### config.mk
export PLATFORM = sky130hd
export DESIGN_NAME = gmm_subtract_frame_ctrl
export DESIGN_NICKNAME = d
export VERILOG_FILES = /design/src/rtl/gmm_structures.sv /design/src/rtl/gmm_subtract_frame_ctrl.sv
export SDC_FILE = /design/constraint.sdc
export NUM_CORES = 1
export LEC_CHECK = 0
export BUFFER_PORTS_ARGS = -buffer_cell sky130_fd_sc_hd__buf_2
export CAP_MARGIN = 20
export CORE_UTILIZATION = 25
export DETAILED_ROUTE_END_ITERATION = 16
export GPL_TIMING_DRIVEN = 0
export PLACE_DENSITY_LB_ADDON = 0.05
export SYNTH_ARGS = -nofsm -noshare
export SYNTH_HDL_FRONTEND = slang
export SYNTH_SLANG_ARGS = --single-unit
### constraint.sdc
create_clock -name clk -period 7.6 [get_ports clk]
set_input_delay 1.14 -clock clk [delete_from_list [all_inputs] [get_ports clk]]
set_output_delay 1.14 -clock clk [all_outputs]
set_load 0.03 [all_outputs]
### src/rtl/gmm_structures.sv
// Shared types for the GMM background-subtract frame control.
// Holds the frame FSM encoding and the default pixel-counter width.
package gmm_structures;

    localparam int PIX_W_DEF = 22;

    typedef enum logic [1:0] {
        ST_IDLE,
        ST_RUN,
        ST_DRAIN,
        ST_DONE
    } state_e;

endpackage

### src/rtl/gmm_subtract_frame_ctrl.sv
// Frame sequencer for the GMM subtract pipeline: latches a per-frame
// threshold, gates the upstream handshake and counts beats in and out.
module gmm_subtract_frame_ctrl
    import gmm_structures::*;
#(
    parameter int PIX_W = PIX_W_DEF
) (
    input  logic             clk,
    input  logic             rst,
    input  logic             cfg_start,
    input  logic [7:0]       cfg_bg_th,
    input  logic [PIX_W-1:0] cfg_pixels,
    input  logic             up_valid,
    output logic             up_ready,
    output logic             pipe_snk_valid,
    input  logic             pipe_snk_ready,
    input  logic             pipe_out_valid,
    input  logic             pipe_out_ready,
    output logic [7:0]       bg_th,
    output logic             busy,
    output logic             frame_done,
    output logic             start_ignored
);

    localparam logic [PIX_W-1:0] ONE = PIX_W'(1);

    state_e           state_q, state_d;
    logic [7:0]       bg_th_q, bg_th_d;
    logic [PIX_W-1:0] len_q, len_d;
    logic [PIX_W-1:0] in_cnt_q, in_cnt_d;
    logic [PIX_W-1:0] out_cnt_q, out_cnt_d;
    logic             ign_q, ign_d;

    logic in_open;
    logic in_fire;
    logic out_fire;
    logic in_last;
    logic out_last;
    logic accept;

    assign in_open        = (state_q == ST_RUN) && (in_cnt_q < len_q);
    assign pipe_snk_valid = in_open & up_valid;
    assign up_ready       = in_open & pipe_snk_ready;
    assign in_fire        = up_valid & up_ready;
    assign accept         = (state_q == ST_IDLE) && cfg_start
                            && (cfg_pixels != '0);

    // Tail beats may not run ahead of head beats, even in the same cycle.
    always_comb begin
        in_cnt_d = in_fire ? in_cnt_q + ONE : in_cnt_q;
        out_fire = pipe_out_valid & pipe_out_ready
                   & ((state_q == ST_RUN) || (state_q == ST_DRAIN))
                   & (out_cnt_q < in_cnt_d);
        in_last  = in_fire && ((in_cnt_q + ONE) == len_q);
        out_last = out_fire && ((out_cnt_q + ONE) == len_q);
    end

    always_ff @(posedge clk or posedge rst) begin
        if (rst) begin
            state_q <= ST_IDLE;
        end else begin
            state_q <= state_d;
        end
    end

    always_comb begin
        state_d = state_q;
        unique case (state_q)
            ST_IDLE:  if (accept) state_d = ST_RUN;
            ST_RUN: begin
                if (in_last && out_last) state_d = ST_DONE;
                else if (in_last)        state_d = ST_DRAIN;
            end
            ST_DRAIN: if (out_last) state_d = ST_DONE;
            ST_DONE:  state_d = ST_IDLE;
            default:  state_d = ST_IDLE;
        endcase
    end

    always_comb begin
        busy       = (state_q != ST_IDLE);
        frame_done = (state_q == ST_DONE);
    end

    always_comb begin
        bg_th_d   = bg_th_q;
        len_d     = len_q;
        out_cnt_d = out_fire ? out_cnt_q + ONE : out_cnt_q;
        ign_d     = ign_q | (cfg_start & (state_q != ST_IDLE));
        if (accept) begin
            bg_th_d   = cfg_bg_th;
            len_d     = cfg_pixels;
            out_cnt_d = '0;
        end
    end

    always_ff @(posedge clk or posedge rst) begin
        if (rst) begin
            bg_th_q   <= '0;
            len_q     <= '0;
            in_cnt_q  <= '0;
            out_cnt_q <= '0;
            ign_q     <= 1'b0;
        end else begin
            bg_th_q   <= bg_th_d;
            len_q     <= len_d;
            in_cnt_q  <= accept ? '0 : in_cnt_d;
            out_cnt_q <= out_cnt_d;
            ign_q     <= ign_d;
        end
    end

    assign bg_th         = bg_th_q;
    assign start_ignored = ign_q;

endmodule

Yosys cells after proc, flatten, opt, wreduce, memory -nomap -nowiden
Cells that the tools add are included.
Widths: inputs -> output; s select.
Word-level totals
  bits in read-only memories: 0
  word-level logic and storage cells: 47
  output and inout port bits: 13
  bits in latches: 0
  register bits after elaboration: 77
  input port bits: 37
  memories: 0
  memory bits (writable): 0
Operators by class
  order comparisons: 2
  reduce and logical (&&, ||, !) cells: 12
  equality and inequality tests: 8
  div/mod/pow operators: 0
  shift operators: 0
  bitwise gates (word level): 8
  muxes and demuxes: 9
  multipliers: 0
  $add $sub $neg: 2
Operators with widths (count)
  $mux 22: 4
  $add 22x1->22 const B: 2
  $eq 22x22->1: 2
  $lt 22x22->1: 2
  $reduce_bool 22->1: 1
  $mux 2: 4
  $pmux 2 s4: 1
  $and 1x1->1: 7
  $logic_and 1x1->1: 6
  $eq 2x2->1 const B: 2
  $ne 2x2->1 const B: 2
  $reduce_bool 2->1: 2
  $ne 3x2->1 const B: 1
  $reduce_and 3->1: 1
  $eq 2x1->1 const B: 1
  $logic_not 2->1: 1
  $logic_or 1x1->1: 1
  $or 1x1->1: 1

Depth between registers and ports, before layout
  depth after elaboration: 11
  depth in mapped cells: 23
  gate-level depth less buffers: 20

Worst setup path after synthesis
OpenSTA, ideal clock, no wires.
  path kind: register to register
  start: register len_q[4]
  end: register out_cnt_q[2]
  required time: 7468 ps
  data arrival time: 4660 ps
  cell stages (with the launch flop): 24
  period minus slack after synthesis: 4792 ps
  library setup time: 132 ps
  path buffers: 3
  path slack: 2808 ps
  cell sequence: dfrtp_1 > clkbuf_1 > inv_1 > ha_1 > nand2_1 > nor2_1 > o311ai_0 > nand3_1 > or2_2 > buf_2 > nor4_2 > nand3_1 > xor2_1 > ha_1 > nand4_1 > or3_1 > nor3_1 > nand4_1 > a211o_1 > o21ai_2 > clkbuf_1 > nor2_1 > xnor2_1 > nor2_1
On the way
  cells in the longest elaborated chain, start to end: 8
Ends and longest elaborated chain
  start: declaration: RTL line gmm_subtract_frame_ctrl.sv:29  | logic [PIX_W-1:0] len_q, len_d;
  start signal: assignment: RTL line gmm_subtract_frame_ctrl.sv:106  | len_q <= len_d;
  $lt 22x22->1: RTL line gmm_subtract_frame_ctrl.sv:41  | assign in_open = (state_q == ST_RUN) && (in_cnt_q < len_q);
  $logic_and 1x1->1: RTL line gmm_subtract_frame_ctrl.sv:41
  $and 1x1->1: RTL line gmm_subtract_frame_ctrl.sv:43  | assign up_ready = in_open & pipe_snk_ready;
  $and 1x1->1: RTL line gmm_subtract_frame_ctrl.sv:44  | assign in_fire = up_valid & up_ready;
  $mux 22: RTL line gmm_subtract_frame_ctrl.sv:50  | in_cnt_d = in_fire ? in_cnt_q + ONE : in_cnt_q;
  $lt 22x22->1: RTL line gmm_subtract_frame_ctrl.sv:53  | & (out_cnt_q < in_cnt_d);
  $and 1x1->1: RTL line gmm_subtract_frame_ctrl.sv:53
  $reduce_bool 2->1 (no source line)
  end signal: assignment: RTL line gmm_subtract_frame_ctrl.sv:108  | out_cnt_q <= out_cnt_d;
  end: declaration: RTL line gmm_subtract_frame_ctrl.sv:31  | logic [PIX_W-1:0] out_cnt_q, out_cnt_d;
No other way between the ends.
A chain may end at the register's enable or synchronous reset.

Worst setup path after layout
  start: register len_q[21]
  end: register out_cnt_q[5]
Same word-level chain as after synthesis.

==> metrics.yaml <==
outcome: "finished, final reports clean"
slew_headroom: 0.374
maxCapViolCount: 0
yosys_register_bits: 77
grt_use_total: 0.174
min_path_cells: 1
drtPass1Iterations: 6
multi_input_comb_area_um2: 3690
die_h_um: 156
seqCellArea_um2: 1930
reg2reg_slack_ps: 950
yosysMostFrequentCell: "nor2_1"
hold_path.class: "flip-flop to flip-flop"
p_sw_frac: 0.319
intPower_mw: 0.733
cts_buffers: 9
whs_ps: 459
cp-start-kind: "flip-flop"
seq_power_share: 0.414
die_w_um: 156
maxSlewViolCount: 0
die_area_um2: 24400
period_share: 0.874
cts_setup_buffers: 0
hpwl_mm: 16.3
netlist_top_cells_area: "dfrtp_1 (32%), ha_1 (10%), xnor2_1 (9.9%), nor2_1 (5.3%), xor2_1 (4.0%)"
drtIter0Drc: 288
dpl_cell_area_um2: 6610
rr_startpoint: "len_q[21]"
setup_tns_ps: 0
rows: 56
grt_max_degree: 42
powerDensity_nw_per_um2: 156
via_count: 5159
ant_nets: 0
grt_overflow: 0
synth_area_um2: 5930
synth.net_count: 773
reg2reg_depth: 22
gp_congestion: 0.835
pre_cts_ws_ps: 872
setup_viol: 0
hold_path_end: "start_ignored"
cts-root-buf: "clkbuf_16"
clock.fmax_mhz: 150
avgSynthCellArea_um2: 8.64
fp.coreArea_um2: 23400
ys.flop_type: "dfrtp_1"
syn_to_final_growth_pct: 16.2
hold_viol: 0
drc_errors: 0
required_ps: 7820
grt_pass1_vias: 5169
r2r-end: "out_cnt_q[5]"
wirelength_mm: 20.2
cts_buffer_depth: 2
nNetsFinal: 834
antenna_found_initial: 0
utilization: 0.295
start_util: 0.254
synth_common_cells: "nor2_1 (84), dfrtp_1 (77), xnor2_1 (67), nand2_1 (59), ha_1 (49)"
period_minus_slack_ps: 6650
post_cts_resized: 0
io_buffer_count: 49
worstPathArrival_ps: 6860
boundaryPins: 50
cp-end-kind: "flip-flop"
yosys_warnings: 0
setup_slack_ps: 955
p_switching_mw: 0.344
hp-start: "start_ignored"
worstMarginPinSlew_ps: 936
tritoncts: "done"
p_comb_frac: 0.175
synth_edf_count: 0
busiest_layer: "met2"
wl_per_cell_um: 18.8
crit_type: "flip-flop to flip-flop"
met2_usage: 0.281
power_frac_clock: 0.411
grt.met3_usage: 0.0244
via_per_inst: 4.81
async_reset_ff_frac: 1.00
crit_fanout: 10
clk_latency_ps: 350
final_layout_size_suffix_gt1_frac: 0.141
rsz0062_at_grt: "no"
yosysTopAreaCell: "dfrtp_1"
final_area_um2: 6900
globalRouteMet1Util: 0.240
finClkSkew_ps: 9.73
fillCellCount: 2561
seq_area_frac_synth: 0.325
clk_pin_slew_ps: 70
synth_top_area_frac: 0.325
grt_pass1_wl_mm: 31.3
htree_levels: 3
leakagePower_nw: 2.92
ir_worst_vdd_mv: 0.0979
hold_buffers: 0
yosysUniqueCellTypes: 66
num_antenna_cells: 0
netlist_instances: 687
cts_sinks: 77
## final cells by class
class | instances | area share
inverters | 39 | 0.0216
well taps | 319 | 0.0579
flip-flops and latches | 77 | 0.279
clock buffers | 9 | 0.0327
plain buffers | 30 | 0.0250
clock inverters | 7 | 0.00925
multi-input cells | 541 | 0.535
repair buffers | 50 | 0.0396
## through the flow
step	power, mW	instances
after floorplan	0.580	687
after global placement	0.640	1055
after detailed placement	0.644	1056
after CTS	1.10	1072
after global routing	1.14	1072
final	1.08	1072
## state kept, by name (all words and copies together) (netlist names)
| name | flops |
|---|---|
| state_q | 2 |
| len_q | 22 |
| in_cnt_q | 22 |
| start_ignored | 1 |
| out_cnt_q | 22 |
| bg_th | 8 |
## layer usage
metal	part of all wire	up-vias
met2	0.46	77
met3	0.036	18
li1	-	2546
met4	0.017	0
met5	0	-
met1	0.48	2518
## how the worst max path moves through the flow
stage,start,end,slack (ps),cells past startpoint
after floorplan,len_q[4],out_cnt_q[2],2810,23
after global placement,len_q[21],out_cnt_q[5],780,22
after detailed placement,len_q[21],out_cnt_q[2],870,22
after CTS,len_q[21],out_cnt_q[2],830,22
after global routing,len_q[21],out_cnt_q[3],430,22
final,len_q[21],out_cnt_q[5],950,22
## power by group through the flow
| stage | Sequential (mW) | Combinational, mW | Clock (mW) |
|---|---|---|---|
| 2_1_floorplan | 0.447 | 0.133 | 0 |
| 3_3_place_gp | 0.455 | 0.185 | 0 |
| 3_5_place_dp | 0.455 | 0.188 | 0 |
| 4_1_cts | 0.447 | 0.190 | 0.462 |
| 5_1_grt | 0.451 | 0.215 | 0.472 |
| 6_report | 0.447 | 0.189 | 0.443 |
## cell usage in the layout, fill, tap and decap left out, types with 5 or more instances in the layout
cell | synthesis | final
a31oi_1 | 6 | 6
nor4_1 | 20 | 20
mux2_2 | 10 | 10
o21ai_0 | 37 | 37
inv_1 | 39 | 38
clkbuf_1 | 18 | 18
xor2_1 | 27 | 27
a21oi_1 | 26 | 26
nand3_1 | 24 | 24
xnor2_1 | 67 | 67
a21o_1 | 5 | 5
and4_1 | 5 | 5
nand4_1 | 21 | 21
or3_1 | 5 | 5
a211oi_1 | 7 | 7
dfrtp_1 | 77 | 77
and3_1 | 6 | 6
buf_2 | 5 | 54
ha_1 | 49 | 49
clkbuf_16 | 0 | 9
inv_6 | 0 | 5
nor2_1 | 84 | 84
nor3_1 | 18 | 18
nand2b_1 | 5 | 5
nand2_1 | 59 | 59
## kinds of logic (layout without fill, tap and decap cells)
family	count (synthesis)	count (layout)	synth area share
adder cells (fa/ha/maj)	50	50	0.105
flip-flops	77	77	0.325
AO/OA/AOI/OAI	113	113	0.123
AND/OR/NAND/NOR	271	271	0.231
XOR/XNOR	94	94	0.139
buffers and inverters	69	135	0.0538
multiplexers	13	13	0.0240
## worst max-delay path: stages, from the launching register on
cell and delay [ps]:
dfrtp_1 470, inv_1 210, ha_1 360, nand4_1 180, nor3_1 90, a211oi_1 690, nand3_1 400, or2_2 380
buf_2 200, nor4_2 400, nand3_1 160, xor2_1 190, ha_1 330, nand4_1 90, or3_1 300, nor3_1 350
nand4_1 140, a211o_1 300, o21ai_2 390, clkbuf_1 500, nor2_1 110, xnor2_1 180, nor2_1 60
(Power assumes the default switching activity.)
